==> src/rtl/uart_pkg.sv <==
// Shared UART definitions: receiver FSM encoding and the oversampling-rate helper
// used by both the transmitter and the receiver.
package uart_pkg;

  localparam int unsigned OSR = 16;

  typedef enum logic [2:0] {
    IDLE,
    START,
    DATA,
    STOP,
    BREAK
  } rx_state_t;

  // Clocks per oversample tick; clamped so an over-fast baud still yields a legal divider.
  function automatic int unsigned osr_div(input int unsigned clk_hz, input int unsigned baud);
    int unsigned div;
    div = clk_hz / (baud * OSR);
    return (div == 0) ? 1 : div;
  endfunction

endpackage

==> src/rtl/sync_2ff.sv <==
// Two-flop synchronizer for asynchronous inputs, with a configurable reset value
// so idle-high lines do not glitch low out of reset.
module sync_2ff #(
  parameter int unsigned           WIDTH   = 1,
  parameter logic [WIDTH-1:0]      RST_VAL = '0
) (
  input  logic             clk,
  input  logic             rst_n,
  input  logic [WIDTH-1:0] d,
  output logic [WIDTH-1:0] q
);

  logic [WIDTH-1:0] meta;

  always_ff @(posedge clk or negedge rst_n) begin
    if (!rst_n) begin
      meta <= RST_VAL;
      q    <= RST_VAL;
    end else begin
      meta <= d;
      q    <= meta;
    end
  end

endmodule

==> src/rtl/uart_rx.sv <==
// 8N1 UART receiver: 16x oversampling, start-glitch rejection, break handling
// and a valid/ready output register with overrun and framing-error pulses.
module uart_rx
  import uart_pkg::*;
#(
  parameter int unsigned CLK_HZ = 50_000_000,
  parameter int unsigned BAUD   = 115200
) (
  input  logic       clk,
  input  logic       rst_n,
  input  logic       rx,
  output logic [7:0] data,
  output logic       valid,
  input  logic       ready,
  output logic       frame_err,
  output logic       overrun
);

  localparam int unsigned OSR_DIV  = osr_div(CLK_HZ, BAUD);
  localparam logic [15:0] DIV_LAST = 16'(OSR_DIV - 1);

  logic        rxs;
  logic [15:0] div_cnt;
  logic        os_tick;

  rx_state_t   state, state_d;
  logic [3:0]  tickcnt, tickcnt_d;
  logic [2:0]  bitidx, bitidx_d;
  logic [7:0]  shreg, shreg_d;
  logic        byte_done;
  logic        stop_bad;

  sync_2ff #(
    .WIDTH   (1),
    .RST_VAL (1'b1)
  ) u_rx_sync (
    .clk   (clk),
    .rst_n (rst_n),
    .d     (rx),
    .q     (rxs)
  );

  // Free-running divider; deliberately not re-phased on the start edge.
  assign os_tick = (div_cnt == DIV_LAST);

  always_ff @(posedge clk or negedge rst_n) begin
    if (!rst_n) begin
      div_cnt <= '0;
    end else if (os_tick) begin
      div_cnt <= '0;
    end else begin
      div_cnt <= div_cnt + 16'd1;
    end
  end

  always_ff @(posedge clk or negedge rst_n) begin
    if (!rst_n) begin
      state   <= IDLE;
      tickcnt <= '0;
      bitidx  <= '0;
      shreg   <= '0;
    end else begin
      state   <= state_d;
      tickcnt <= tickcnt_d;
      bitidx  <= bitidx_d;
      shreg   <= shreg_d;
    end
  end

  always_comb begin
    state_d   = state;
    tickcnt_d = tickcnt;
    bitidx_d  = bitidx;
    shreg_d   = shreg;
    byte_done = 1'b0;
    stop_bad  = 1'b0;

    unique case (state)
      IDLE: begin
        if (!rxs) begin
          state_d   = START;
          tickcnt_d = '0;
        end
      end

      START: begin
        if (os_tick) begin
          if (tickcnt == 4'd7) begin
            if (rxs) begin
              state_d = IDLE;
            end else begin
              state_d   = DATA;
              tickcnt_d = '0;
              bitidx_d  = '0;
            end
          end else begin
            tickcnt_d = tickcnt + 4'd1;
          end
        end
      end

      // tickcnt wraps 15 -> 0, so each bit period restarts without an explicit clear.
      DATA: begin
        if (os_tick) begin
          tickcnt_d = tickcnt + 4'd1;
          if (tickcnt == 4'd15) begin
            shreg_d[bitidx] = rxs;
            if (bitidx == 3'd7) begin
              state_d = STOP;
            end else begin
              bitidx_d = bitidx + 3'd1;
            end
          end
        end
      end

      STOP: begin
        if (os_tick) begin
          tickcnt_d = tickcnt + 4'd1;
          if (tickcnt == 4'd15) begin
            if (rxs) begin
              byte_done = 1'b1;
              state_d   = IDLE;
            end else begin
              stop_bad = 1'b1;
              state_d  = BREAK;
            end
          end
        end
      end

      BREAK: begin
        if (rxs) begin
          state_d = IDLE;
        end
      end

      default: begin
        state_d = IDLE;
      end
    endcase
  end

  // A completion that coincides with acceptance reloads, so valid stays high without a gap.
  always_ff @(posedge clk or negedge rst_n) begin
    if (!rst_n) begin
      data      <= '0;
      valid     <= 1'b0;
      frame_err <= 1'b0;
      overrun   <= 1'b0;
    end else begin
      frame_err <= stop_bad;
      overrun   <= byte_done && valid && !ready;
      if (byte_done) begin
        if (!valid || ready) begin
          data  <= shreg;
          valid <= 1'b1;
        end
      end else if (valid && ready) begin
        valid <= 1'b0;
      end
    end
  end

endmodule
==> config.mk <==
export PLATFORM = sky130hd
export DESIGN_NAME = uart_rx
export DESIGN_NICKNAME = d
export VERILOG_FILES = /design/src/rtl/uart_pkg.sv /design/src/rtl/sync_2ff.sv /design/src/rtl/uart_rx.sv
export SDC_FILE = /design/constraint.sdc
export NUM_CORES = 1
export LEC_CHECK = 0
export ABC_AREA = 1
export BUFFER_PORTS_ARGS = -buffer_cell sky130_fd_sc_hd__buf_4
export CORE_AREA = 2 2 88 90
export CTS_CLUSTER_DIAMETER = 30
export DETAILED_ROUTE_END_ITERATION = 8
export DIE_AREA = 0 0 90 92
export PLACE_DENSITY_LB_ADDON = 0.1
export SYNTH_ARGS = -nofsm -noshare
export SYNTH_HDL_FRONTEND = slang
export SYNTH_SLANG_ARGS = --single-unit
==> constraint.sdc <==
create_clock -name clk -period 1.8 [get_ports clk]
set_input_delay 0.36 -clock clk [delete_from_list [all_inputs] [get_ports clk]]
set_output_delay 0.36 -clock clk [all_outputs]
set_load 0.05 [all_outputs]
==> flow_metrics.py <==
metrics = {
    "floorplanning": {
        "start_util": 0.339,
        "rows": 32,
        "io_pins": 15,
        "die_x_um": 90,
        "design.core.area_mm2": 0.00745,
        "dieArea_mm2": 0.00828,
        "die_h_um": 92,
    },
    "power": {
        "power.density_mw_per_mm2": 605,
        "pwr-share-comb": 0.021,
        "internal_power_mw": 1.37,
        "sw_frac_of_total": 0.211,
        "seq_power_share": 0.611,
        "irDropWorstVdd_v": 0.000279,
        "total_power_mw": 1.73,
        "p_sw_mw": 0.366,
        "p_leak_nw": 1.45,
        "p_clk_frac": 0.367,
    },
    "sta": {
        "finalMaxSlewViolations": 0,
        "setup_viol": 0,
        "layout_min_cycle_time_ns": 1.61,
        "fin_skew_ns": 0.00662,
        "fin_crit_sh": 0.896,
        "holdWs_ns": 0.0566,
        "max_freq_mhz": 620,
        "tns_ns": 0,
        "rsz0062_at_grt": "no",
        "postLayoutSetupSlackWorst_ns": 0.187,
        "worst_pin_slew_ns": 0.600,
        "final_hold_viol_count": 0,
        "slew_headroom": 0.600,
    },
    "detailed_routing": {
        "vias_per_cell": 4.53,
        "dr.pass1.iters": 4,
        "ant_nets": 0,
        "drt_drc_violations_left": 0,
        "wl_per_cell_um": 11.2,
        "drt_iter0_markers": 106,
        "finalWirelength_um": 4870,
        "vias": 1973,
    },
    "final_layout": {
        "fin_cells": 436,
        "final_cell_mix": "nand2_1 (77), dfrtp_1 (45), inv_1 (38)",
        "area_delta_synth_final_pct": 13.5,
        "nets": 343,
        "layout_commonest_cell": "nand2_1",
        "fillerInstances": 824,
        "n_antenna_cell": 0,
        "layout-drive-gt1-share": 0.168,
    },
    "critical_path": {
        "ff2ff_setup_slack_ns": 0.19,
        "cp.required_ns": 1.99,
        "max_stage_delay_ns": 0.42,
        "crit_top_cell": "nand2_1",
        "crit_path_top_delay_cell": "dfrtp_1",
        "cp.arrival_ns": 1.80,
        "crit_path_cell_trace": "inv_1, ha_1, nand2_1, nor2_4, nand2_4, nor2_8, nand3_4, nand2_1, o21ai_2",
        "crit_type": "flip-flop to flip-flop",
        "start_kind": "flip-flop",
        "crit_fanout": 16,
        "end_kind": "flip-flop",
    },
    "outcome": {
        "outcome": "finished clean",
    },
    "yosys": {
        "synth_edf_count": 0,
        "ys_warn_count": 0,
        "ys_types": 30,
        "seq_area_frac_synth": 0.467,
        "syn_area_per_cell_um2": 8.09,
        "netlist_area_mm2": 0.00252,
        "synthesis.instances": 312,
        "synth_flop_cell": "dfrtp_1",
        "async_flop_share": 1.00,
        "ys_seq_elements": 47,
        "syn-num-nets": 321,
    },
    "clocking": {
        "root_buffer": "clkbuf_8",
        "clockBufferDepth": 2,
        "cts_setup_buffers": 0,
        "htree_levels": 2,
        "cts_tree": "yes",
        "clkSinkCount": 47,
        "clk_pin_slew_ns": 0.08,
        "clock_latency_ns": 0.30,
        "cts_made_buffers": 5,
    },
    "placed_design": {
        "pre_cts_ws_ns": 0.143,
        "dp_cells": 429,
        "place_hpwl_um": 3620,
        "io_buffers": 14,
        "gp_congestion": 0.777,
    },
    "grt": {
        "grt_overflow_total": 0,
        "grt_pass1_vias": 1997,
        "grt_use_total": 0.132,
        "antenna_found_initial": 0,
        "grt_pass1_wl_um": 8950,
        "grt_max_degree": 48,
    },
    "worst_hold_path": {
        "worst_hold_path_type": "primary input to async pin",
    },
    "flow_run": {
        "maxCapViolations": 0,
    },
}
==> logic make-up after synthesis <==
kind of cell               Yosys count  share of synthesized area
xor gates and xnor gates            13                     0.0451
adders and majority gates            5                     0.0248
buffers and inverters               46                     0.0729
DFF                                 47                      0.467
AOI/OAI and AO/OA                   31                     0.0778
and+or+nand+nor                    170                      0.312
==> worst max-delay path, delay by kind of cell, from the launching register on <==
| family | cells | cell delay, ns |
|---|---|---|
| buf+inv | 1 | 0.07 |
| fa+ha+maj | 1 | 0.16 |
| simple gates | 6 | 0.81 |
| flops | 1 | 0.42 |
| compound gates | 1 | 0.05 |
==> cell type report <==
| type | instances | area [um2] | share of cell area |
|---|---|---|---|
| Sequential cell | 47 | 1180 | 0.411 |
| Timing Repair Buffer | 19 | 143 | 0.0498 |
| Clock inverter | 1 | 5.00 | 0.00175 |
| Multi-Input combinational cell | 219 | 1170 | 0.409 |
| Tap cell | 102 | 128 | 0.0445 |
| Inverter | 42 | 158 | 0.0550 |
| Clock buffer | 6 | 82.6 | 0.0288 |
==> synth_stat cells, types with 4 or more instances <==
library cell	n	share of area
dfrtp_1	45	0.45
ha_1	5	0.025
inv_1	38	0.057
nand2_1	77	0.11
nand2_2	4	0.0099
nand3_1	23	0.046
nand4_1	12	0.030
nor2_1	37	0.055
nor2_2	5	0.012
o21ai_0	16	0.032
o21ai_2	8	0.028
xor2_1	10	0.035
==> power groups by stage <==
stage	combinational [mW]	clock, mW	sequential (mW)
after CTS	0.0396	0.669	1.06
final	0.0369	0.636	1.06
after global routing	0.0439	0.733	1.06
after global placement	0.0400	0	1.08
after floorplan	0.00836	0	1.08
after detailed placement	0.0396	0	1.08
==> metal layers <==
layer | wire [um] | up-vias | GRT usage
met4 | 67 | 0 | 0.0423
met5 | 0 | - | 0
met3 | 127 | 6 | 0.0279
li1 | - | 1035 | -
met1 | 2370 | 915 | 0.170
met2 | 2300 | 17 | 0.223
==> stage by stage <==
step | utilization | instance area, um2
2_1_floorplan | - | 2520
3_3_place_gp | 0.372 | 2770
3_5_place_dp | 0.372 | 2770
4_1_cts | 0.383 | 2860
5_1_grt | 0.385 | 2870
6_report | 0.385 | 2870
==> path summary, 6_finish.rpt <==
kind	start	cells past startpoint	end
max	div_cnt[0]	9	data[3]
min	rst_n	1	div_cnt[7]
max reg2reg	div_cnt[0]	9	data[3]
min reg2reg	u_rx_sync.meta	0	u_rx_sync.q
max in group asynchronous	rst_n	1	tickcnt[0]
min in group clk	rx	1	u_rx_sync.meta
==> registers in the layout, indices dropped and copies added (netlist names) <==
name            flops
tickcnt             4
shreg               8
frame_err           1
bitidx              3
state               3
u_rx_sync.q         1
valid               1
data                8
u_rx_sync.meta      1
div_cnt            16
overrun             1
==> repair_timing <==
action / CTS / global route
hold buffers: 0 / 0
resized for setup: 0 / 3
endpoints found under the setup margin: 0 / 9
No activity file was read; power rests on OpenSTA's default activity.
